File: src/rtl/sw_debounce_pkg.sv
`default_nettype none
// ============================================================================
// Module   : sw_debounce_pkg
// Purpose  : Shared defaults for the switch conditioning path.
//            DEF_WIDTH            default number of switch channels
//            DEF_SYNC_STAGES      default synchroniser depth per channel
//            DEF_DEBOUNCE_CYCLES  default consecutive samples to accept a level
//            BOARD_SW_WIDTH       number of physical switches on the board
// Revision : 1.0  initial release
// ============================================================================
package sw_debounce_pkg;

  localparam int DEF_WIDTH           = 4;
  localparam int DEF_SYNC_STAGES     = 2;
  localparam int DEF_DEBOUNCE_CYCLES = 65536;
  localparam int BOARD_SW_WIDTH      = 4;

endpackage : sw_debounce_pkg
`default_nettype wire

File: src/rtl/sw_debounce_bit.sv
`default_nettype none
// ============================================================================
// Module   : debounce_bit
// Purpose  : One switch channel: synchroniser chain, debounce counter, the
//            accepted (stable) level and one-cycle rise/fall pulses.
// Ports    : clk       in   system clock, rising edge
//            rst_n     in   asynchronous active-low reset
//            i_raw     in   raw switch pin, asynchronous to clk
//            o_stable  out  debounced level, registered
//            o_rise    out  1-cycle pulse when o_stable goes 0->1
//            o_fall    out  1-cycle pulse when o_stable goes 1->0
// Revision : 1.0  initial release
// ============================================================================
module debounce_bit
  import sw_debounce_pkg::*;
#(
  parameter int   SYNC_STAGES     = DEF_SYNC_STAGES,
  parameter int   DEBOUNCE_CYCLES = DEF_DEBOUNCE_CYCLES,
  parameter logic RESET_BIT       = 1'b0
) (
  input  logic clk,
  input  logic rst_n,
  input  logic i_raw,
  output logic o_stable,
  output logic o_rise,
  output logic o_fall
);

  localparam int                c_cnt_w   = $clog2(DEBOUNCE_CYCLES);
  localparam logic [c_cnt_w-1:0] c_cnt_max = c_cnt_w'(DEBOUNCE_CYCLES - 1);

  logic [SYNC_STAGES-1:0] r_sync;
  logic [c_cnt_w-1:0]     r_cnt;
  logic                   r_stable;
  logic                   r_rise;
  logic                   r_fall;
  logic                   w_s;

  // Synchronised sample: the last flop of the chain.
  assign w_s = r_sync[SYNC_STAGES-1];

  always_ff @(posedge clk or negedge rst_n) begin
    if (!rst_n) begin
      r_sync <= {SYNC_STAGES{RESET_BIT}};
    end else begin
      r_sync <= {r_sync[SYNC_STAGES-2:0], i_raw};
    end
  end

  // The counter tracks how many consecutive samples have disagreed with the
  // accepted level. Any agreeing sample aborts the pending change. When the
  // count reaches its last value, the new level is taken and the counter
  // restarts, so it never wraps.
  always_ff @(posedge clk or negedge rst_n) begin
    if (!rst_n) begin
      r_cnt    <= '0;
      r_stable <= RESET_BIT;
      r_rise   <= 1'b0;
      r_fall   <= 1'b0;
    end else begin
      r_rise <= 1'b0;
      r_fall <= 1'b0;
      if (w_s == r_stable) begin
        r_cnt <= '0;
      end else if (r_cnt == c_cnt_max) begin
        r_stable <= w_s;
        r_cnt    <= '0;
        r_rise   <= w_s;
        r_fall   <= ~w_s;
      end else begin
        r_cnt <= r_cnt + 1'b1;
      end
    end
  end

  assign o_stable = r_stable;
  assign o_rise   = r_rise;
  assign o_fall   = r_fall;

endmodule : debounce_bit
`default_nettype wire

File: src/rtl/sw_debounce.sv
`default_nettype none
// ============================================================================
// Module   : sw_debounce
// Purpose  : Conditions raw board switches: synchronises, debounces and
//            reports clean levels plus rise/fall/change strobes.
// Ports    : clk         in   system clock, rising edge
//            rst_n       in   asynchronous active-low reset
//            sw_raw      in   [WIDTH] raw switch pins, may bounce
//            sw          out  [WIDTH] debounced level per channel
//            sw_rise     out  [WIDTH] 1-cycle pulse on accepted 0->1
//            sw_fall     out  [WIDTH] 1-cycle pulse on accepted 1->0
//            sw_changed  out  1-cycle pulse, one cycle after any rise/fall
// Revision : 1.0  initial release
// ============================================================================
module sw_debounce
  import sw_debounce_pkg::*;
#(
  parameter int               WIDTH           = DEF_WIDTH,
  parameter int               SYNC_STAGES     = DEF_SYNC_STAGES,
  parameter int               DEBOUNCE_CYCLES = DEF_DEBOUNCE_CYCLES,
  parameter logic [WIDTH-1:0] RESET_VAL       = '0
) (
  input  logic             clk,
  input  logic             rst_n,
  input  logic [WIDTH-1:0] sw_raw,
  output logic [WIDTH-1:0] sw,
  output logic [WIDTH-1:0] sw_rise,
  output logic [WIDTH-1:0] sw_fall,
  output logic             sw_changed
);

  logic [WIDTH-1:0] w_stable;
  logic [WIDTH-1:0] w_rise;
  logic [WIDTH-1:0] w_fall;
  logic             r_changed;

  for (genvar i = 0; i < WIDTH; i++) begin : g_bit
    debounce_bit #(
      .SYNC_STAGES    (SYNC_STAGES),
      .DEBOUNCE_CYCLES(DEBOUNCE_CYCLES),
      .RESET_BIT      (RESET_VAL[i])
    ) u_bit (
      .clk     (clk),
      .rst_n   (rst_n),
      .i_raw   (sw_raw[i]),
      .o_stable(w_stable[i]),
      .o_rise  (w_rise[i]),
      .o_fall  (w_fall[i])
    );
  end

  // Registered so the change strobe is a clean flop output; it therefore
  // trails the per-bit strobes by one cycle.
  always_ff @(posedge clk or negedge rst_n) begin
    if (!rst_n) begin
      r_changed <= 1'b0;
    end else begin
      r_changed <= |(w_rise | w_fall);
    end
  end

  assign sw         = w_stable;
  assign sw_rise    = w_rise;
  assign sw_fall    = w_fall;
  assign sw_changed = r_changed;

endmodule : sw_debounce
`default_nettype wire

File: config.mk
export PLATFORM = sky130hd
export DESIGN_NAME = sw_debounce
export DESIGN_NICKNAME = d
export VERILOG_FILES = /design/src/rtl/sw_debounce_pkg.sv /design/src/rtl/sw_debounce_bit.sv /design/src/rtl/sw_debounce.sv
export SDC_FILE = /design/constraint.sdc
export NUM_CORES = 1
export LEC_CHECK = 0
export ABC_AREA = 1
export CAP_MARGIN = 20
export CELL_PAD_IN_SITES_DETAIL_PLACEMENT = 1
export CELL_PAD_IN_SITES_GLOBAL_PLACEMENT = 2
export CORE_UTILIZATION = 40
export CTS_CLUSTER_DIAMETER = 200
export DETAILED_ROUTE_END_ITERATION = 16
export GPL_TIMING_DRIVEN = 0
export PLACE_DENSITY_LB_ADDON = 0.1
export SLEW_MARGIN = 30
export SYNTH_ARGS = -nofsm -noshare
export SYNTH_HDL_FRONTEND = slang
export SYNTH_SLANG_ARGS = --single-unit
File: constraint.sdc
create_clock -name clk -period 3.4 [get_ports clk]
set_input_delay 0.68 -clock clk [delete_from_list [all_inputs] [get_ports clk]]
set_output_delay 0.68 -clock clk [all_outputs]
set_load 0.03 [all_outputs]
## Word-level counts from Yosys, hierarchy flattened

Cells that the tools add are included.

| word-level totals | value |
|---|---|
| register bits | 85 |
| word-level logic and storage cells | 71 |
| output and inout port bits | 13 |
| bits of input ports | 6 |

| cells by class | value |
|---|---|
| bitwise gates (word level) | 9 |
| add/subtract/negate cells | 4 |
| multiplexer cells | 24 |
| eq/ne operators | 8 |
| reduce and logical (&&, ||, !) cells | 5 |

Operators with widths:

| operator | count |
|---|---|
| $mux 16 | 8 |
| $add 16x1->16 const B | 4 |
| $eq 16x16->1 const B | 4 |
| $mux 1 | 16 |
| $not 1->1 | 8 |
| $reduce_and 2->1 | 4 |
| $eq 1x1->1 | 4 |
| $or 4x4->4 | 1 |
| $reduce_or 4->1 | 1 |

## Longest topological paths before layout

| logic depth | value |
|---|---|
| word-level depth | 3 |
| gate-level depth with buffers | 9 |
| depth with buffers taken out | 9 |

## Cells and area by module

From an unflattened synthesis, not the netlist that was laid out.

| second synthesis, totals | value |
|---|---|
| cell total of the unflattened synthesis | 504 |
| area, all modules | 4255.3 µm² |

By module, submodules not included:

| module | cells each | seq. area each (µm²) | times used | area each (µm²) |
|---|---|---|---|---|
| debounce_bit | 122 | 525.5 | 4 | 1043.5 |
| sw_debounce | 16 | 25.0 | 1 | 81.3 |

## Worst setup path after synthesis

OpenSTA, ideal clock, no wires.

| timing path | value |
|---|---|
| kind | reg-to-reg |
| from | register g_bit[2].u_bit.r_cnt[0] |
| to | register g_bit[2].u_bit.r_cnt[11] |
| stages on the path, launching flop included | 9 |
| data required time | 3282 ps |
| data arrival time | 1184 ps |
| clock period less this slack | 1302 ps |
| path slack | 2098 ps |
| cells stage by stage | dfrtp_1 ha_1 nand3_1 inv_1 nand2_2 nor2_2 nand2_2 nand2_4 nor2_1 |

| between the ends | value |
|---|---|
| longest elaborated chain between the ends | 3 |
| elaborated cells on any way between the ends | 4 |
| those cells by class | 1 x add/sub; 1 x eq/ne; 2 x mux |

Ends and longest elaborated chain:

| what | RTL line | text |
|---|---|---|
| from (decl) | sw_debounce_bit.sv:33 | `logic [c_cnt_w-1:0] r_cnt;` |
| from (signal assigned) | sw_debounce_bit.sv:71 | `r_cnt <= r_cnt + 1'b1;` |
| $add 16x1->16 / $eq 16x16->1 (equally long branches) | sw_debounce_bit.sv:71, sw_debounce_bit.sv:65 |  |
| $mux 16 * | sw_debounce_bit.sv:65 | `end else if (r_cnt == c_cnt_max) begin` |
| $mux 16 * | sw_debounce_bit.sv:63 | `if (w_s == r_stable) begin` |

Mark *: on every way between the ends. The rest lies on a longest branch, timed or not.
A chain may end at the register's enable or synchronous reset.

## Worst setup path after layout

| timing path | value |
|---|---|
| from | register g_bit[1].u_bit.r_stable |
| to | output port sw[1] |

RTL lines:

| what | RTL line | text |
|---|---|---|
| from (decl) | sw_debounce_bit.sv:34 | `logic r_stable;` |
| from (signal assigned) | sw_debounce_bit.sv:66 | `r_stable <= w_s;` |
| to (decl) | sw_debounce.sv:26 | `output logic [WIDTH-1:0] sw,` |

No word-level cell between the ends.

==> flow_summary.yaml <==
synthesis:
  yosys_register_bits: 85
  synth-simple-area-share_pct: 32.2
  syn_area_um2: 4210
  yosysWarnings: 0
  synth_top_family_by_area: "simple AND/OR/NAND/NOR gates"
  syn_inst: 500
  synth.yosys.seq_area_share_pct: 50.5
  synthAdderAreaFrac_pct: 1.19
  synth_fp_nets: 510
  ys_types: 29
  syn_area_per_cell_um2: 8.42
  synth-compound-area-share_pct: 4.25
  synth_xor_area_share_pct: 5.20
  synth_mux_area_share_pct: 0
clocking:
  clock_path_buffers: 2
  path_clk_slew_ns: 0.09
  htreeDepth: 3
  numCtsBuffers: 9
  cts_tree: "built"
  holdBufCountCts: 0
  insertion_delay_ns: 0.37
  postCtsSetupBuffers: 0
  clkSinkCount: 85
  ctsResizeCount: 0
  cts-root-buf: "clkbuf_8"
critical_path:
  cp_max_fo: 5
  cp_top_family: "buffers and inverters"
  reg2reg_depth: 6
  cp.required_ns: 2.72
  cp-start-kind: "flip-flop"
  max_stage_delay_ns: 0.66
  crit_chain: "buf_4 > clkdlybuf4s50_1"
  slowest_stage: "clkdlybuf4s50_1"
  end_kind: "output pin"
  crit_arrival_ns: 1.60
  critical_path_buf_inv_count: 2
  critPathKind: "reg -> out"
  crit_cells: 2
layout:
  area_growth_pct: 14.1
  nNetsFinal: 540
  diodes: 0
  drive_gt1_share_pct: 12.2
die:
  rows: 37
  ios: 19
  fp.dieW_um: 105
  coreArea_um2: 10300
  die_area_um2: 10900
  die_h_um: 105
  initial_core_util_pct: 41.0
sta:
  setup_violations: 0
  rsz0062_at_grt: "false"
  hold_viol: 0
  final_max_slew_viol_count: 0
  fin_skew_ns: 0.0120
  worstMarginPinSlew_ns: 0.471
  max_freq_ghz: 0.439
  fin_crit_ns: 2.28
  max-slew-margin-rel_pct: 68.5
  layout_worst_path_cycle_share_pct: 67.1
  setup_slack_ns: 1.12
global_route:
  grt_pass1_vias: 3390
  grt_pass1_wl_mm: 16.3
  grt-ovfl-total: 0
  grt.total_usage_pct: 19.0
  antenna_found_initial: 0
  grt_max_degree: 48
detailed_routing:
  vias: 3221
  first_pass_iters: 4
  wl_per_cell_um: 13.8
  drc: 0
  ant_nets: 0
  vias_per_cell: 4.81
  drt-initial-drc-count: 83
  routed_wl_mm: 9.28
run:
  drv_cap: 0
hold_path:
  hold_class: "in -> async"
power:
  p_per_area_nw_per_um2: 401
  power_mw: 1.93
  p_leak_nw: 2.06
  ir_worst_vdd_mv: 0.186
placed_design:
  gp_congestion: 0.745
  port_buffers: 18
  hpwlAfterDp_mm: 6.81
  pre_cts_slack_ns: 1.51
run_status:
  status: "completed"
==> flip-flops by register name, summed over array words and instances, names as in the netlist <==
signal                flops
sw_changed                1
g_bit.u_bit.o_fall        4
g_bit.u_bit.o_stable      4
g_bit.u_bit.r_cnt        64
g_bit.u_bit.r_sync        8
g_bit.u_bit.o_rise        4
==> worst paths after layout <==
check,to,slack (ns),startpoint
max in group asynchronous,g_bit[1].u_bit.r_cnt[12]$_DFF_PN0_,2.63,rst_n
hold reg to reg,g_bit[0].u_bit.r_sync[1]$_DFF_PN0_,0.36,g_bit[0].u_bit.r_sync[0]$_DFF_PN0_
setup / recovery,sw[1],1.12,g_bit[1].u_bit.o_stable$_DFFE_PN0P_
min in group clk,g_bit[0].u_bit.r_sync[1]$_DFF_PN0_,0.36,g_bit[0].u_bit.r_sync[0]$_DFF_PN0_
setup reg to reg,g_bit[2].u_bit.r_cnt[9]$_DFF_PN0_,1.86,g_bit[2].u_bit.r_sync[1]$_DFF_PN0_
hold / removal,g_bit[0].u_bit.r_cnt[15]$_DFF_PN0_,0.21,rst_n
==> where the power goes <==
group	internal, mW	switching, mW
Sequential	1.03	0.0120
Clock	0.429	0.380
Combinational	0.0238	0.0542
Total	1.48	0.446
==> stage by stage <==
stage	hold WS, ns	util [%]	cells	cell area (um2)	setup TNS, ns
6_report	0.208	46.7	670	4800	0
4_1_cts	0.208	46.7	670	4800	0
5_1_grt	0.237	46.7	670	4800	0
3_3_place_gp	0.335	44.4	654	4560	-137.64
3_5_place_dp	0.345	44.7	655	4590	0
2_1_floorplan	0.331	-	500	4210	0
==> placed cells by master (no fill, tap or decap), types with 2 or more instances in the layout <==
master and n:
nor3_1 9, a21oi_1 11, o21ai_1 4, ha_1 4, nor4_1 2, buf_4 12
dfrtp_1 85, clkbuf_8 10, nand2_2 11, o21ai_0 12, o21bai_1 4, xor2_1 18
clkdlybuf4s50_1 17, inv_1 51, nand4_2 2, nor2_4 8, nand2_1 96, and2_1 2
nor3_2 3, nand3_1 27, nor3b_1 3, nand4_1 5, or2_2 2, nor2_1 109
xnor2_1 7, nor2_2 8, bufinv_16 2
==> layout make-up <==
class	count	area, um2
inverter	51	191
sequential	85	2130
clock inverter	4	72.6
clock buffer	11	141
timing repair buffer	19	209
buffer	12	90.1
fill	1265	5470
multi-input combinational	352	1800
tap	136	170
==> kinds of logic (layout without fill, tap and decap cells) <==
group | Yosys count | after routing
fa+ha+maj | 4 | 4
compound gates | 33 | 33
flops | 85 | 85
xor+xnor | 25 | 25
buf+inv | 63 | 97
simple gates | 290 | 290
==> synth_stat cells (all sizes together) <==
master | n | area share (%)
o21bai | 4 | 0.71
a21oi | 11 | 1.3
xnor2 | 7 | 1.5
nor3 | 13 | 2.2
dfrtp | 85 | 51
xor2 | 18 | 3.7
a31oi | 1 | 0.15
or2 | 2 | 0.30
nor3b | 3 | 0.53
nand2 | 108 | 10
nor2 | 125 | 13
nand3 | 27 | 3.2
buf | 12 | 2.1
nor4 | 2 | 0.30
inv | 51 | 4.5
o21ai | 16 | 1.9
and2 | 2 | 0.30
ha | 4 | 1.2
o211ai | 1 | 0.18
nand4 | 8 | 1.8
==> metal layers <==
layer	vias up	part of all wire, %	GRT usage (%)	wire length (um)
li1	1620	-	-	-
met1	1562	49	24.9	4530
met2	26	47	31.2	4400
met3	13	1.6	2.43	149
met4	0	2.2	9.05	201
met5	-	0	0	0
Note: power is estimated with default switching activity, not from simulation.
